[src/rtl/fetch_pkg.sv]
// Shared types and constants for the instruction fetch controller.
package fetch_pkg;

    localparam int ADDR_W  = 8;
    localparam int INSTR_W = 32;
    localparam int CNT_W   = 16;
    localparam int OPC_MSB = 31;
    localparam int OPC_LSB = 26;

    localparam logic [5:0] HALT_OPCODE_DEF = 6'b111111;

    typedef enum logic [1:0] {
        ST_IDLE = 2'd0,
        ST_RUN  = 2'd1,
        ST_HALT = 2'd2
    } fetch_state_e;

    function automatic logic is_halt(input logic [INSTR_W-1:0] instr,
                                     input logic [5:0]         opcode);
        return (instr[OPC_MSB:OPC_LSB] == opcode);
    endfunction

    function automatic logic [CNT_W-1:0] sat_inc(input logic [CNT_W-1:0] v);
        return (v == {CNT_W{1'b1}}) ? v : v + 1'b1;
    endfunction

endpackage

[src/rtl/fetch_buffer.sv]
// Output register holding the fetched instruction and its address.
// Clear wins over load so a redirect or restart never lets a stale capture through.
module fetch_buffer
    import fetch_pkg::*;
(
    input  logic               i_clk,
    input  logic               i_reset,
    input  logic               i_clear,
    input  logic               i_load,
    input  logic [INSTR_W-1:0] i_instr,
    input  logic [ADDR_W-1:0]  i_pc,
    output logic               o_valid,
    output logic [INSTR_W-1:0] o_instr,
    output logic [ADDR_W-1:0]  o_pc
);

    logic               r_valid;
    logic [INSTR_W-1:0] r_instr;
    logic [ADDR_W-1:0]  r_pc;

    always_ff @(posedge i_clk) begin
        if (i_reset) begin
            r_valid <= 1'b0;
            r_instr <= '0;
            r_pc    <= '0;
        end else if (i_clear) begin
            r_valid <= 1'b0;
        end else if (i_load) begin
            r_valid <= 1'b1;
            r_instr <= i_instr;
            r_pc    <= i_pc;
        end
    end

    assign o_valid = r_valid;
    assign o_instr = r_instr;
    assign o_pc    = r_pc;

endmodule

[src/rtl/fetch_controller.sv]
// Instruction fetch FSM: sequential PC with redirect, decode back-pressure,
// halt-opcode detection and a saturating count of accepted instructions.
module fetch_controller
    import fetch_pkg::*;
#(
    parameter logic [ADDR_W-1:0] START_ADDR  = 8'h00,
    parameter logic [5:0]        HALT_OPCODE = HALT_OPCODE_DEF
) (
    input  logic               clk,
    input  logic               reset,
    input  logic               start,
    output logic [ADDR_W-1:0]  mem_addr,
    input  logic [INSTR_W-1:0] mem_instr,
    input  logic               redirect_valid,
    input  logic [ADDR_W-1:0]  redirect_addr,
    input  logic               out_ready,
    output logic               instr_valid,
    output logic [INSTR_W-1:0] instr,
    output logic [ADDR_W-1:0]  instr_pc,
    output logic [ADDR_W-1:0]  pc,
    output logic               halted,
    output logic [CNT_W-1:0]   fetch_count
);

    fetch_state_e      r_state;
    fetch_state_e      w_next_state;
    logic [ADDR_W-1:0] r_pc;
    logic [CNT_W-1:0]  r_count;

    logic w_start_ld;
    logic w_redirect;
    logic w_capture;
    logic w_clear;
    logic w_accept;
    logic w_valid;

    // State register
    always_ff @(posedge clk) begin
        if (reset) begin
            r_state <= ST_IDLE;
        end else begin
            r_state <= w_next_state;
        end
    end

    // Next-state logic
    always_comb begin
        w_next_state = r_state;
        case (r_state)
            ST_IDLE: begin
                if (start) begin
                    w_next_state = ST_RUN;
                end
            end
            ST_RUN: begin
                if (w_capture && is_halt(mem_instr, HALT_OPCODE)) begin
                    w_next_state = ST_HALT;
                end
            end
            ST_HALT: begin
                if (start) begin
                    w_next_state = ST_RUN;
                end
            end
            default: w_next_state = ST_IDLE;
        endcase
    end

    // Output / control decode; start is only honoured outside RUN,
    // redirect only inside RUN, so start naturally beats redirect in HALT.
    always_comb begin
        w_start_ld = 1'b0;
        w_redirect = 1'b0;
        w_capture  = 1'b0;
        w_clear    = 1'b0;
        halted     = 1'b0;
        case (r_state)
            ST_IDLE: begin
                w_start_ld = start;
                w_clear    = start;
            end
            ST_RUN: begin
                w_redirect = redirect_valid;
                w_capture  = !redirect_valid && (!w_valid || out_ready);
                w_clear    = redirect_valid;
            end
            ST_HALT: begin
                halted     = 1'b1;
                w_start_ld = start;
                w_clear    = start || (w_valid && out_ready);
            end
            default: begin
                w_clear = 1'b1;
            end
        endcase
    end

    always_ff @(posedge clk) begin
        if (reset) begin
            r_pc <= START_ADDR;
        end else if (w_start_ld) begin
            r_pc <= START_ADDR;
        end else if (w_redirect) begin
            r_pc <= redirect_addr;
        end else if (w_capture) begin
            r_pc <= r_pc + 1'b1;
        end
    end

    assign w_accept = w_valid && out_ready;

    always_ff @(posedge clk) begin
        if (reset) begin
            r_count <= '0;
        end else if (w_accept) begin
            r_count <= sat_inc(r_count);
        end
    end

    fetch_buffer u_buffer (
        .i_clk   (clk),
        .i_reset (reset),
        .i_clear (w_clear),
        .i_load  (w_capture),
        .i_instr (mem_instr),
        .i_pc    (r_pc),
        .o_valid (w_valid),
        .o_instr (instr),
        .o_pc    (instr_pc)
    );

    assign instr_valid = w_valid;
    assign mem_addr    = r_pc;
    assign pc          = r_pc;
    assign fetch_count = r_count;

endmodule

[config.mk]
export PLATFORM = sky130hd
export DESIGN_NAME = fetch_controller
export DESIGN_NICKNAME = d
export VERILOG_FILES = /design/src/rtl/fetch_pkg.sv /design/src/rtl/fetch_buffer.sv /design/src/rtl/fetch_controller.sv
export SDC_FILE = /design/constraint.sdc
export NUM_CORES = 1
export LEC_CHECK = 0
export CAP_MARGIN = 40
export CORE_AREA = 2 2 85 87
export DETAILED_ROUTE_END_ITERATION = 6
export DIE_AREA = 0 0 87 89
export PLACE_DENSITY = 0.78
export SLEW_MARGIN = 20
export SYNTH_ARGS = -nofsm -noshare
export SYNTH_HDL_FRONTEND = slang
export SYNTH_SLANG_ARGS = --single-unit
[constraint.sdc]
create_clock -name clk -period 2.2 [get_ports clk]
set_input_delay 0.44 -clock clk [delete_from_list [all_inputs] [get_ports clk]]
set_output_delay 0.44 -clock clk [all_outputs]
set_load 0.02 [all_outputs]
==> results.cfg <==
[outcome]
outcome = complete, no violations

[yosys]
synth_top_area_share_pct = 47.8
syn_area_per_cell_um2 = 8.00
yosysSeqAreaShare_pct = 47.8
async_flop_share_pct = 0
ys_seq_elements = 67
synth_area_um2 = 2810
yosys_warnings = 0
yosysMostFrequentCell = nand2_1
synth_flop_cell = dfxtp_1
yosys-top-cells-area = dfxtp_1 (48%), nand2_1 (12%), a21oi_1 (10%)
yosysTopAreaCell = dfxtp_1
yosys-top-cells-count = nand2_1 (93), dfxtp_1 (67), a21oi_1 (56), clkbuf_1 (18), nor2_1 (13)
synthCells = 351
syn_nets = 398
yosysUniqueCellTypes = 35
synth_edf_count = 0

[power]
totalPowerFinal_mw = 2.67
irDropWorstVdd_uv = 339
power_density_nw_per_um2 = 625
switching_share_pct = 24.7
power.internal_mw = 2.01
p_leak_nw = 1.44
p_seq_share_pct = 47.7
switchingPower_uw = 661
clkPwrFrac_pct = 39.0
power_frac_comb_pct = 13.2

[finish]
final_area_um2 = 4280
drive_gt1_share_pct = 7.63
finalNetCount = 514
antenna_cells = 0
area_growth_pct = 52.3

[floorplan]
row_count = 30
core_um2 = 6720
start_util_pct = 41.8
die-area_um2 = 7740
dieHeight_um = 89
pin_count = 119
die_w_um = 87

[routing]
drc = 0
vias = 2875
first_iter_violations = 95
ant_nets = 0
first_pass_iters = 4
wl_mm = 7.45
vias_per_cell = 5.21
wl_per_cell_um = 13.5

[sta]
hold_viol_final = 0
rsz0062_at_grt = no
skew_ns = 0.00916
finalCritPeriodShare_pct = 89.8
relSlewSlack_pct = 53.4
setup_viol = 0
fin_setup_tns_ns = 0
max_freq_mhz = 506
period_needed_ns = 1.97
worstMarginPinSlew_ns = 0.698
final-max-slew-violation-count = 0

[worst_setup_path]
critPathMaxFanout = 7
crit_slowest_cell = clkdlybuf4s50_1
end_kind = flop
worst_ep_required_time_ns = 2.46
r2r_start = fetch_count[1]
critPathMaxStageDelay_ns = 0.54
cp-start-kind = input port
r2r-end = fetch_count[14]
crit_chain = clkdlybuf4s50_1 > nand3_1 > or3_1 > or4_1 > a21oi_1
arrival_ns = 2.23
reg2reg_depth = 6
startpoint = out_ready
worstSetupPathType = input port to flop
regToRegSetupSlack_ns = 0.29

[clocking]
root_buffer = clkbuf_8
cts_htree_levels = 3
cts.repair.resized = 0
postCtsSetupBuffers = 0
cts_buffer_depth = 2
insertion_delay_ns = 0.33
cts_buffers = 9
cts_tree = built
postCtsHoldBufs = 0
clk_pin_slew_ns = 0.07
numClockSinks = 67

[global_routing]
grt_pass1_wl_mm = 12.2
antenna_found_initial = 0
track_usage_pct = 19.6
grt_pass1_vias = 2713
overflow = 0
grt_max_degree = 41

[worst_hold_path]
hp-class = flop to flop
holdPathEnd = u_buffer.o_instr[27]
holdPathStages = 2
min_from = u_buffer.o_instr[27]

[placed_design]
dp_hpwl_mm = 5.21
place_area_um2 = 4070
place_congestion = 0.813
numPortBuffers = 118

[run]
cap_violations = 0
## registers in the layout, indices dropped and copies added, names as in the netlist
name / flops
u_buffer.o_pc: 8
u_buffer.o_instr: 32
r_state: 2
u_buffer.o_valid: 1
mem_addr: 8
fetch_count: 16
## critical path: cells and delay by family
kind            cells  cell delay [ns]
compound gates      1             0.16
buf+inv             1             0.54
simple gates        3             1.09
## worst max path at each step
stage	endpoint	slack, ns	depth (start not counted)
floorplan	fetch_count[1]	0.23	6
global placement	fetch_count[15]	-0.06	5
detailed placement	fetch_count[15]	-0.08	5
CTS	halted	0.21	2
global route	fetch_count[7]	0.08	6
finish	fetch_count[13]	0.23	5
## layout by cell type, fill, tap and decap left out, drive strengths merged, types with 2 or more instances in the layout
master / instances
clkbuf: 12
xnor2: 5
buf: 17
nor2: 13
nand3: 7
ha: 2
nand2: 93
nand4: 5
clkinv: 3
inv: 4
o41ai: 2
or4: 8
nor3: 6
a211oi: 4
and4: 3
mux2: 2
nand2b: 3
dfxtp: 67
clkdlybuf4s50: 117
o31ai: 7
o21ai: 9
a221oi: 2
nor4: 4
a21oi: 56
nor2b: 5
or3: 7
## cell families (layout without fill, tap and decap cells)
logic type | count (synthesis) | in the layout | share of synthesized area (%)
simple gates | 158 | 158 | 25.9
fa+ha+maj | 2 | 2 | 0.891
mux | 3 | 3 | 1.16
compound gates | 82 | 82 | 16.6
flops | 67 | 67 | 47.8
buf+inv | 33 | 154 | 5.84
xor+xnor | 6 | 6 | 1.87
## power by group through the flow
| stage | sequential (mW) | clock (mW) | combinational, mW |
|---|---|---|---|
| after floorplan | 1.34 | 0 | 0.129 |
| after global placement | 1.30 | 0 | 0.351 |
| after detailed placement | 1.30 | 0 | 0.355 |
| after CTS | 1.28 | 1.07 | 0.356 |
| after global routing | 1.28 | 1.13 | 0.381 |
| final | 1.28 | 1.04 | 0.354 |
## layout make-up
cell class / instances / area (um^2)
inverter: 4 / 15.0
fill: 581 / 2440
clock buffer: 12 / 155
clock inverter: 4 / 48.8
sequential: 67 / 1340
tap: 80 / 100
multi-input combinational: 251 / 1310
timing repair buffer: 134 / 1310
## per-layer routing
metal | track usage (%) | share of wire, % | up-vias
met4 | 8.38 | 2.0 | 0
li1 | - | - | 1439
met1 | 23.7 | 44 | 1332
met5 | 0 | 0 | -
met2 | 32.5 | 48 | 89
met3 | 5.82 | 5.9 | 15
## stage by stage
| step | std cells | hold slack [ns] | setup slack [ns] | utilization [%] |
|---|---|---|---|---|
| 2_1_floorplan | 351 | 0.517 | 0.232 | - |
| 5_1_grt | 552 | 0.475 | 0.0802 | 63.6 |
| 6_report | 552 | 0.453 | 0.225 | 63.6 |
| 3_5_place_dp | 536 | 0.446 | -0.0821 | 60.6 |
| 4_1_cts | 552 | 0.456 | 0.211 | 63.6 |
| 3_3_place_gp | 535 | 0.441 | -0.0558 | 60.5 |
Power figures use the tool's default switching activity.
